File: src/rtl/aes_axis_pkg.sv
// aes_axis_pkg: shared types, widths and round-robin helper for the AES stream fabric
package aes_axis_pkg;

   typedef enum logic {IDLE, LOCKED} arb_state_t;

   localparam int AXIS_TDATA_WIDTH = 64;

   function automatic int rr_next(input logic [7:0] req, input int last, input int n);
      int idx;
      rr_next = 0;
      for (int k = 8; k >= 1; k--) begin
         if (k <= n) begin
            idx = (last + k) % n;
            if (req[3'(idx)]) rr_next = idx;
         end
      end
   endfunction

endpackage

File: src/rtl/rr_pick.sv
// rr_pick: rotate-priority encoder, first request after last, wrapping modulo N
module rr_pick
   import aes_axis_pkg::*;
#(
   parameter int N = 2,
   parameter int W = $clog2(N)
) (
   input  logic [N-1:0] req,
   input  logic [W-1:0] last,
   output logic [W-1:0] grant,
   output logic         any_req
);

   // scan last+1, last+2, ... so the previous owner has lowest priority
   always_comb begin
      grant   = W'(rr_next(8'(req), int'(last), N));
      any_req = |req;
   end

endmodule

File: src/rtl/axis_rr_arbiter.sv
// axis_rr_arbiter: packet-locked round-robin merge of NUM_INPUTS AXI-Stream sources
module axis_rr_arbiter
   import aes_axis_pkg::*;
#(
   parameter int NUM_INPUTS  = 2,
   parameter int TDATA_WIDTH = AXIS_TDATA_WIDTH
) (
   input  logic                                    clk,
   input  logic                                    rst,
   input  logic [NUM_INPUTS-1:0]                   s_tvalid,
   output logic [NUM_INPUTS-1:0]                   s_tready,
   input  logic [NUM_INPUTS*TDATA_WIDTH-1:0]       s_tdata,
   input  logic [NUM_INPUTS*TDATA_WIDTH/8-1:0]     s_tkeep,
   input  logic [NUM_INPUTS-1:0]                   s_tlast,
   input  logic [NUM_INPUTS-1:0]                   s_tuser,
   output logic                                    m_tvalid,
   input  logic                                    m_tready,
   output logic [TDATA_WIDTH-1:0]                  m_tdata,
   output logic [TDATA_WIDTH/8-1:0]                m_tkeep,
   output logic                                    m_tlast,
   output logic                                    m_tuser,
   output logic [$clog2(NUM_INPUTS)-1:0]           grant_id,
   output logic                                    busy
);

   localparam int GW = $clog2(NUM_INPUTS);
   localparam int KW = TDATA_WIDTH / 8;

   arb_state_t state, state_nx;
   logic [GW-1:0] last_grant, last_nx, grant_nx, pick;
   logic any_req, end_pkt;

   rr_pick #(.N(NUM_INPUTS), .W(GW)) u_pick (
      .req     (s_tvalid),
      .last    (last_grant),
      .grant   (pick),
      .any_req (any_req)
   );

   // owner is chosen in IDLE and held until its tlast handshake
   always_ff @(posedge clk) begin
      if (rst) begin
         state      <= IDLE;
         last_grant <= GW'(NUM_INPUTS - 1);
         grant_id   <= '0;
      end else begin
         state      <= state_nx;
         last_grant <= last_nx;
         grant_id   <= grant_nx;
      end
   end

   // zero-latency pass-through of the owner's slice; everything idle otherwise
   always_comb begin
      busy     = state == LOCKED;
      m_tvalid = busy & s_tvalid[grant_id];
      m_tdata  = busy ? s_tdata[grant_id*TDATA_WIDTH +: TDATA_WIDTH] : '0;
      m_tkeep  = busy ? s_tkeep[grant_id*KW +: KW] : '0;
      m_tlast  = busy & s_tlast[grant_id];
      m_tuser  = busy & s_tuser[grant_id];
      s_tready = (busy & m_tready) ? NUM_INPUTS'(1) << grant_id : '0;
      end_pkt  = m_tvalid & m_tready & m_tlast;
      state_nx = busy ? (end_pkt ? IDLE : LOCKED) : (any_req ? LOCKED : IDLE);
      grant_nx = (!busy && any_req) ? pick : grant_id;
      last_nx  = end_pkt ? grant_id : last_grant;
   end

endmodule

File: config.mk
export PLATFORM = sky130hd
export DESIGN_NAME = axis_rr_arbiter
export DESIGN_NICKNAME = d
export VERILOG_FILES = /design/src/rtl/aes_axis_pkg.sv /design/src/rtl/rr_pick.sv /design/src/rtl/axis_rr_arbiter.sv
export SDC_FILE = /design/constraint.sdc
export NUM_CORES = 1
export LEC_CHECK = 0
export CELL_PAD_IN_SITES_DETAIL_PLACEMENT = 0
export CELL_PAD_IN_SITES_GLOBAL_PLACEMENT = 1
export CORE_AREA = 2 2 90 92
export DETAILED_ROUTE_END_ITERATION = 12
export DIE_AREA = 0 0 92 94
export DONT_BUFFER_PORTS = 1
export GPL_TIMING_DRIVEN = 0
export PLACE_DENSITY = 0.45
export SETUP_SLACK_MARGIN = 0.02
export SYNTH_ARGS = -nofsm -noshare
export SYNTH_HDL_FRONTEND = slang
export SYNTH_HIERARCHICAL = 1
export SYNTH_SLANG_ARGS = --single-unit
File: constraint.sdc
create_clock -name clk -period 1.6 [get_ports clk]
set_input_delay 0.4 -clock clk [delete_from_list [all_inputs] [get_ports clk]]
set_output_delay 0.4 -clock clk [all_outputs]
set_load 0.05 [all_outputs]
; ---- Word-level counts from Yosys, hierarchy flattened
; Cells that the tools add are included.
[totals]
regBits = 3
output_inout_bits = 79
elab_cells = 42
[classes]
addsub = 2
order_cmp = 3
shift = 3
n_mux = 20
bitwise = 8
reduce_logical = 3
[op_table]
columns = cell, n
row1 = variable part select 128 x 8 -> 64 bit, 1
row2 = two-way mux 64 bit, 1
row3 = variable part select 16 x 5 -> 8 bit, 1
row4 = two-way mux 1 bit, 15
row5 = "less-than comparator 2 x 5 -> 1 bit, second input constant", 2
row6 = two-way mux 8 bit, 1
row7 = AND 1 bit, 6
row8 = binary-select mux 1 bit (select 2 bit), 2
row9 = "adder 1 bit, second input constant", 2
row10 = "AND 1 bit, first input constant", 2
row11 = "less-than comparator 1 x 2 -> 1 bit, second input constant", 1
row12 = two-way mux 2 bit, 1
row13 = OR reduction 2 bit, 1
row14 = "<< shifter 1 x 1 -> 2 bit, first input constant", 1
row15 = logical AND 1 bit, 1
row16 = logical NOT 1 bit, 1

; ---- Logic depth before layout (Yosys ltp)
; Gate-level depths: netlist (run 1).
[logic_depth]
depth_word = 7
depth_mapped = 5

; ---- Hierarchy
; Netlist (run 1), hierarchy kept.
[by_module_without_submodules]
columns = module, n_inst, cells_per_inst, area_per_inst_um2, seq_area_each_um2
row1 = axis_rr_arbiter, 1, 182, 1461.4, 60.1
row2 = rr_pick, 1, 2, 13.8, 0.0

; ---- Worst setup path after synthesis (run 1)
; No wires, ideal clock.
[synth_path]
path_kind = register to output
startpoint = register grant_id
endpoint = output m_tdata[62]
arrival_time_ns = 1.929
required_ns = 1.200
setup_slack_ns = -0.729
stages_incl_launch_ff = 6
n_path_buf = 3
cell_sequence = dfxtp_1 -> buf_6 -> buf_6 -> buf_4 -> mux2i_1 -> nor2b_1
[synth_between]
elab_chain_cells = 2
[synth_lines]
columns = item, line_no
row1 = "start, declared", axis_rr_arbiter.sv:22  ; output logic [$clog2(NUM_INPUTS)-1:0] grant_id,
row2 = "start signal, assigned", axis_rr_arbiter.sv:49  ; grant_id <= grant_nx;
row3 = variable part select 128 x 8 -> 64 bit, axis_rr_arbiter.sv:57  ; m_tdata = busy ? s_tdata[grant_id*TDATA_WIDTH +: TDATA_WIDTH] : '0;
row4 = two-way mux 64 bit, axis_rr_arbiter.sv:57
row5 = "end, declared", axis_rr_arbiter.sv:18  ; output logic [TDATA_WIDTH-1:0] m_tdata,
; No other way between the ends.

; ---- Worst setup path after layout (run 1)
[layout_path]
startpoint = register grant_id
endpoint = output m_tdata[57]
; Same word-level chain as after synthesis.

==> results of run 1 <==
-- timing repair --
action	4_1_cts	5_1_grt
pin swaps	1	0
setup buffers	11	6
cloned	0	4
endpoints found under the setup margin	77	78
resized for setup	56	49
-- worst paths after layout --
path / startpoint / endpoint / slack, ns / depth (start not counted)
min: rst / busy / 0.25 / 1
min reg2reg: last_grant / last_grant / 0.47 / 2
max reg2reg: grant_id / busy / 0.13 / 5
max: grant_id / m_tdata[57] / -0.36 / 5
-- cell type report --
type	instances	area (um^2)
multi-input combinational	163	2140
fill	754	4750
inverter	1	3.75
sequential	3	67.6
tap	102	128
buffer	14	188
timing repair buffer	21	294
clock buffer	4	45.0
-- sequential cells by signal, summed over array words and instances (netlist names) --
register    flops
last_grant      1
grant_id        1
busy            1
-- synth_stat cells, drive strengths merged --
| cell type | n |
|---|---|
| o21ai | 1 |
| and3 | 1 |
| or2 | 1 |
| clkbuf | 6 |
| nor2b | 76 |
| a31oi | 1 |
| dfxtp | 3 |
| nor3 | 2 |
| inv | 1 |
| a21boi | 1 |
| buf | 11 |
| mux2i | 76 |
| nand2 | 1 |
| nor2 | 3 |
-- per-layer routing --
layer / vias to the layer above / GRT usage (%) / wire [um]
met1: 666 / 10.4 / 1720
met5: - / 0 / 0
met4: 0 / 3.36 / 41
li1: 669 / - / -
met2: 128 / 22.0 / 3240
met3: 2 / 5.06 / 788
-- power breakdown --
group | leakage, nW | internal, mW | switching [mW]
sequential | 0.0259 | 0.0791 | 0.0213
clock | 0.0228 | 0.170 | 0.0470
combinational | 1.02 | 0.490 | 0.788
-- cell families after synthesis --
| group | count (synthesis) |
|---|---|
| compound gates | 3 |
| simple gates | 84 |
| mux | 76 |
| flops | 3 |
| buf+inv | 18 |
-- placed cells by master (no fill, tap or decap), drive strengths merged --
master  netlist  routed
and3          1       1
or2           1       1
mux2i        76      76
a21boi        1       1
a31oi         1       1
nor2b        76      76
inv           1       1
nor3          2       2
dfxtp         3       3
clkbuf        6      14
o21ai         1       1
nor2          3       3
nand2         1       1
buf          11      25
-- critical path, delay by kind of cell, from the launching register on --
kind	cells	cell delay (ns)
flops	1	0.40
simple gates	1	0.30
buf+inv	3	0.45
mux	1	0.19
==> impl_metrics.csv, run 1 <==
group,metric,value,unit
timing,whs,0.247,ns
clock_tree,clkLatencyLatePin,0.21,ns
global_route,grt_start_max_net_pins,11,
global_route,gr-usage-all-layers,11.2,%
timing,rsz0062_at_grt,"true",
worst_setup_path,cp_max_fo,10,
placement,dp.cells,286,
timing,fin_crit,1.96,ns
placement,dpl.hpwl,4510,um
timing,setup_viol,77,
logic_synthesis,netlist_instances,184,
finish,final_area,2860,um^2
worst_setup_path,critPathSlowestCell,"dfxtp_4",
logic_synthesis,syn_area,1480,um^2
global_route,antenna_found_initial,0,
worst_setup_path,timing.critical_path.mode_cell,"buf_12",
logic_synthesis,seq_area_frac_synth,4.07,%
global_route,grt_pass1_vias,1537,
worst_setup_path,end_kind,"output port",
timing,slew_headroom,73.7,%
logic_synthesis,synth_fa_ha_area_share,0,%
routing,ant_nets,0,
timing,tns,-24.83,ns
logic_synthesis,synth_cell_types,16,
power,power_density,557,nW/um^2
finish,diodes,0,
routing,wl,5790,um
timing,worst_slew_pin_slew,0.383,ns
logic_synthesis,synth_seq_cells,3,
worst_setup_path,cp.required,1.20,ns
timing,fin_ws,-0.361,ns
clock_tree,holdBufCountCts,0,
logic_synthesis,yosys.area_share.simple,35.5,%
logic_synthesis,synth_top_family_by_area,"multiplexers",
clock_tree,htreeDepth,1,
worst_setup_path,path_cells,"buf_12, buf_12, buf_12, mux2i_4, nor2b_4",
floorplanning,die_w,92,um
finish,final_cells,308,
flow_run,drv_cap,0,
floorplanning,die_h,94,um
placement,gp_congestion,0.733,
timing,slew_viol_final,0,
clock_tree,cts_tree,"built",
logic_synthesis,synthesis.nets,337,
timing,final-hold-violation-count,0,
finish,syn_to_final_growth,94.0,%
power,p_leak,1.07,nW
floorplanning,start_util,19.4,%
logic_synthesis,synth_warnings,6,
placement,placed_area,2190,um^2
worst_setup_path,worstSetupPathType,"flip-flop to output port",
floorplanning,die_area,8650,um^2
power,p_total,1.60,mW
worst_setup_path,slowest_delay,0.40,ns
clock_tree,root_buffer,"clkbuf_8",
logic_synthesis,muxShareOfSynthArea,51.6,%
logic_synthesis,syn-mean-instance-area,8.02,um^2
routing,drc,0,
routing,drt_first_pass_iters,3,
routing,initialDrtViolationCount,15,
logic_synthesis,synth_compound_area_share,1.27,%
status,failed_checks,"negative setup slack",
finish,drive_above_1_share,82.5,%
status,status,"finished with violations",
logic_synthesis,synth_area_leaders,"mux2i_1 52%, nor2b_1 32%, dfxtp_1 4.1%, buf_4 2.5%, buf_6 2.3%",
timing,fin_crit_sh,123,%
routing,dr_total_vias,1465,
logic_synthesis,yosysTopAreaCell,"mux2i_1",
global_route,grt_pass1_wl,7690,um
floorplanning,rows,32,
hold_path,hold_path_class,"primary input to flip-flop",
floorplanning,pin_count,232,
timing,fin_worst_skew,0.00186,ns
finish,final_core_utilization,37.6,%
routing,viasPerCell,4.76,
clock_tree,cts_sinks,3,
routing,wl_per_cell,18.8,um
logic_synthesis,synth_xor_area_share,0,%
logic_synthesis,netlist.area_leader.share,51.6,%
global_route,grt_overflow,0,
worst_setup_path,start_kind,"flip-flop",
worst_setup_path,worstPathArrival,1.56,ns
finish,fin_nets,360,
floorplanning,core-area,7610,um^2
power,peakVddDrop,0.000241,V
placement,post-place-ws,-0.264,ns
placement,io_buffers,0,
clock_tree,clockBufferDepth,2,
clock_tree,path_clk_slew,0.03,ns
clock_tree,cts_buffers,3,
timing,fmax,0.510,GHz
(Power assumes the default switching activity.)
==> inputs of run 2 (changes only) <==
CTS_CLUSTER_SIZE = 10   (was default)
==> results of run 2 <==
The final DEF is identical to that of run 1; final timing and power are the same.
==> inputs of run 3 (changes only) <==
CORE_AREA = 5 5 88 90   (was 2 2 90 92)
DIE_AREA = 0 0 93 95   (was 0 0 92 94)
PLACE_DENSITY = 0.49   (was 0.45)
==> run 3 against run 2 <==
  * The run still ends with negative setup slack left
  * Die area is 2.2% higher
  * Sequential share of layout area increased by 0.22 points
  * Non-clock buffer count shrank 7
  * Final area decreased by 8.4%
  * Flip-flop and latch count unchanged
  * Count of clock-buffer cells in the layout stayed put
  * Via count shrank 0.27%
==> impl_metrics.csv, run 3 (same netlist as run 1, synthesis figures left out) <==
group,metric,value,unit
routing,wl_per_cell,22.1,um
finish,final_area,2620,um^2
clock_tree,path_clk_slew,0.03,ns
placement,placed_area,2170,um^2
floorplanning,start_util,21.1,%
finish,diodes,0,
floorplanning,die_area,8840,um^2
worst_setup_path,r2r_end,"busy",
clock_tree,cts_sinks,3,
global_route,grt_start_max_net_pins,11,
placement,post-place-ws,-0.266,ns
status,status,"finished with violations",
timing,fin_ws,-0.352,ns
floorplanning,pin_count,232,
finish,fillers,673,
floorplanning,core-area,6980,um^2
placement,io_buffers,0,
clock_tree,cts_buffers,3,
worst_setup_path,start_kind,"flip-flop",
worst_setup_path,path_cells,"buf_8, buf_12, clkbuf_16, mux2i_2, nor2b_4",
timing,fin_worst_skew,0.000266,ns
floorplanning,die_h,95,um
timing,worst_slew_pin_slew,0.356,ns
global_route,grtUsageMet2,23.3,%
routing,wl,6200,um
timing,setup_viol,77,
placement,dpl.hpwl,5110,um
global_route,grt_pass1_wl,8090,um
worst_setup_path,critPathSlowestCell,"dfxtp_4",
worst_setup_path,cpLargestDelayFamily,"buffers and inverters",
global_route,grt_overflow,0,
worst_setup_path,cp.required,1.20,ns
finish,final_common_cell,"nor2b_4",
finish,fin_nets,353,
finish,drive_above_1_share,78.4,%
floorplanning,rows,31,
power,p_leak,0.990,nW
worst_setup_path,worst-path-stages,5,
routing,drc,0,
timing,rsz0062_at_grt,"true",
timing,fin_crit_sh,122,%
status,failed_checks,"negative setup slack",
routing,dr_total_vias,1461,
global_route,grt_pass1_vias,1585,
clock_tree,clockBufferDepth,2,
timing,slew_viol_final,0,
global_route,grt_use_met1,10.8,%
floorplanning,die_w,93,um
routing,initialDrtViolationCount,28,
clock_tree,clkLatencyLatePin,0.21,ns
worst_setup_path,setup.worst_path.start,"grant_id",
routing,viasPerCell,5.20,
worst_setup_path,cp_max_fo,7,
global_route,grt_busiest_layer,"met2",
worst_setup_path,worstPathArrival,1.55,ns
clock_tree,root_buffer,"clkbuf_8",
timing,final-hold-violation-count,0,
routing,ant_nets,0,
worst_setup_path,crit_path_end,"m_tdata[60]",
worst_setup_path,end_kind,"output port",
timing,slew_headroom,76.2,%
finish,final_core_utilization,37.6,%
routing,drt_first_pass_iters,4,
timing,fin_crit,1.95,ns
power,peakVddDrop,0.000190,V
flow_run,drv_cap,0,
global_route,gr-usage-all-layers,11.4,%
global_route,use_met3,3.98,%
worst_setup_path,slowest_delay,0.40,ns
worst_setup_path,worstSetupPathType,"flip-flop to output port",
hold_path,hold_depth,1,
timing,fmax,0.512,GHz
finish,final_cell_mix,"75 x nor2b_4, 37 x mux2i_2, 33 x mux2i_1, 11 x buf_4, 6 x mux2i_4",
finish,syn_to_final_growth,77.8,%
global_route,antenna_found_initial,0,
hold_path,hold_path_class,"primary input to flip-flop",
worst_setup_path,rrSetupSlack,0.09,ns
clock_tree,htreeDepth,1,
worst_setup_path,r2r-start,"grant_id",
power,power_density,586,nW/um^2
worst_setup_path,crit_buf_inv,3,
worst_setup_path,rr_worst_depth,6,
placement,gp_congestion,0.674,
clock_tree,cts_tree,"built",
==> run 3: cell count changes in the layout (fill, tap and decap cells not counted), sizes merged <==
cell / previous run / this run
buf: 25 / 21
clkbuf: 14 / 11
==> run 3: how the worst min path moves through the flow <==
stage | start | end | slack (ns)
floorplan | last_grant | last_grant | 0.43
global placement | last_grant | last_grant | 0.45
detailed placement | last_grant | last_grant | 0.46
CTS | rst | busy | 0.24
global route | rst | grant_id | 0.24
finish | rst | busy | 0.25
==> run 3: layout make-up <==
cell class	count	area [um^2]	share of cell area (%)
plain buffers	15	161	6.15
inverters	1	3.75	0.143
multi-input cells	163	2100	79.9
flip-flops and latches	3	67.6	2.58
well taps	82	103	3.91
clock buffers	4	45.0	1.72
repair buffers	13	146	5.58
==> run 3: stage by stage <==
step	total power, mW	hold slack (ns)	setup TNS, ns	cells
finish	1.54	0.248	-23.77	281
global route	1.59	0.240	-27.37	281
CTS	1.51	0.243	-24.59	279
detailed placement	1.20	0.461	-10.26	266
global placement	1.19	0.453	-8.71	266
floorplan	1.13	0.434	-1.88	184
==> run 3: where the power goes <==
group / leakage [nW] / internal [mW] / switching (mW)
registers: 0.0259 / 0.0790 / 0.0204
logic: 0.942 / 0.438 / 0.780
clock network: 0.0228 / 0.170 / 0.0488
total: 0.990 / 0.686 / 0.850
==> run 3: per-layer routing <==
metal | vias up | wire length, um | share of wire (%)
met5 | - | 0 | 0
met4 | 0 | 92 | 1.5
met3 | 6 | 776 | 13
met2 | 133 | 3430 | 55
met1 | 669 | 1910 | 31
li1 | 653 | - | -
==> run 3: repair_timing <==
item                                    4_1_cts  5_1_grt
pin swaps                                     2        1
endpoints found under the setup margin       77       78
resized for setup                            48       26
cloned                                        1        1
hold buffers                                  0        0
setup buffers                                10        1
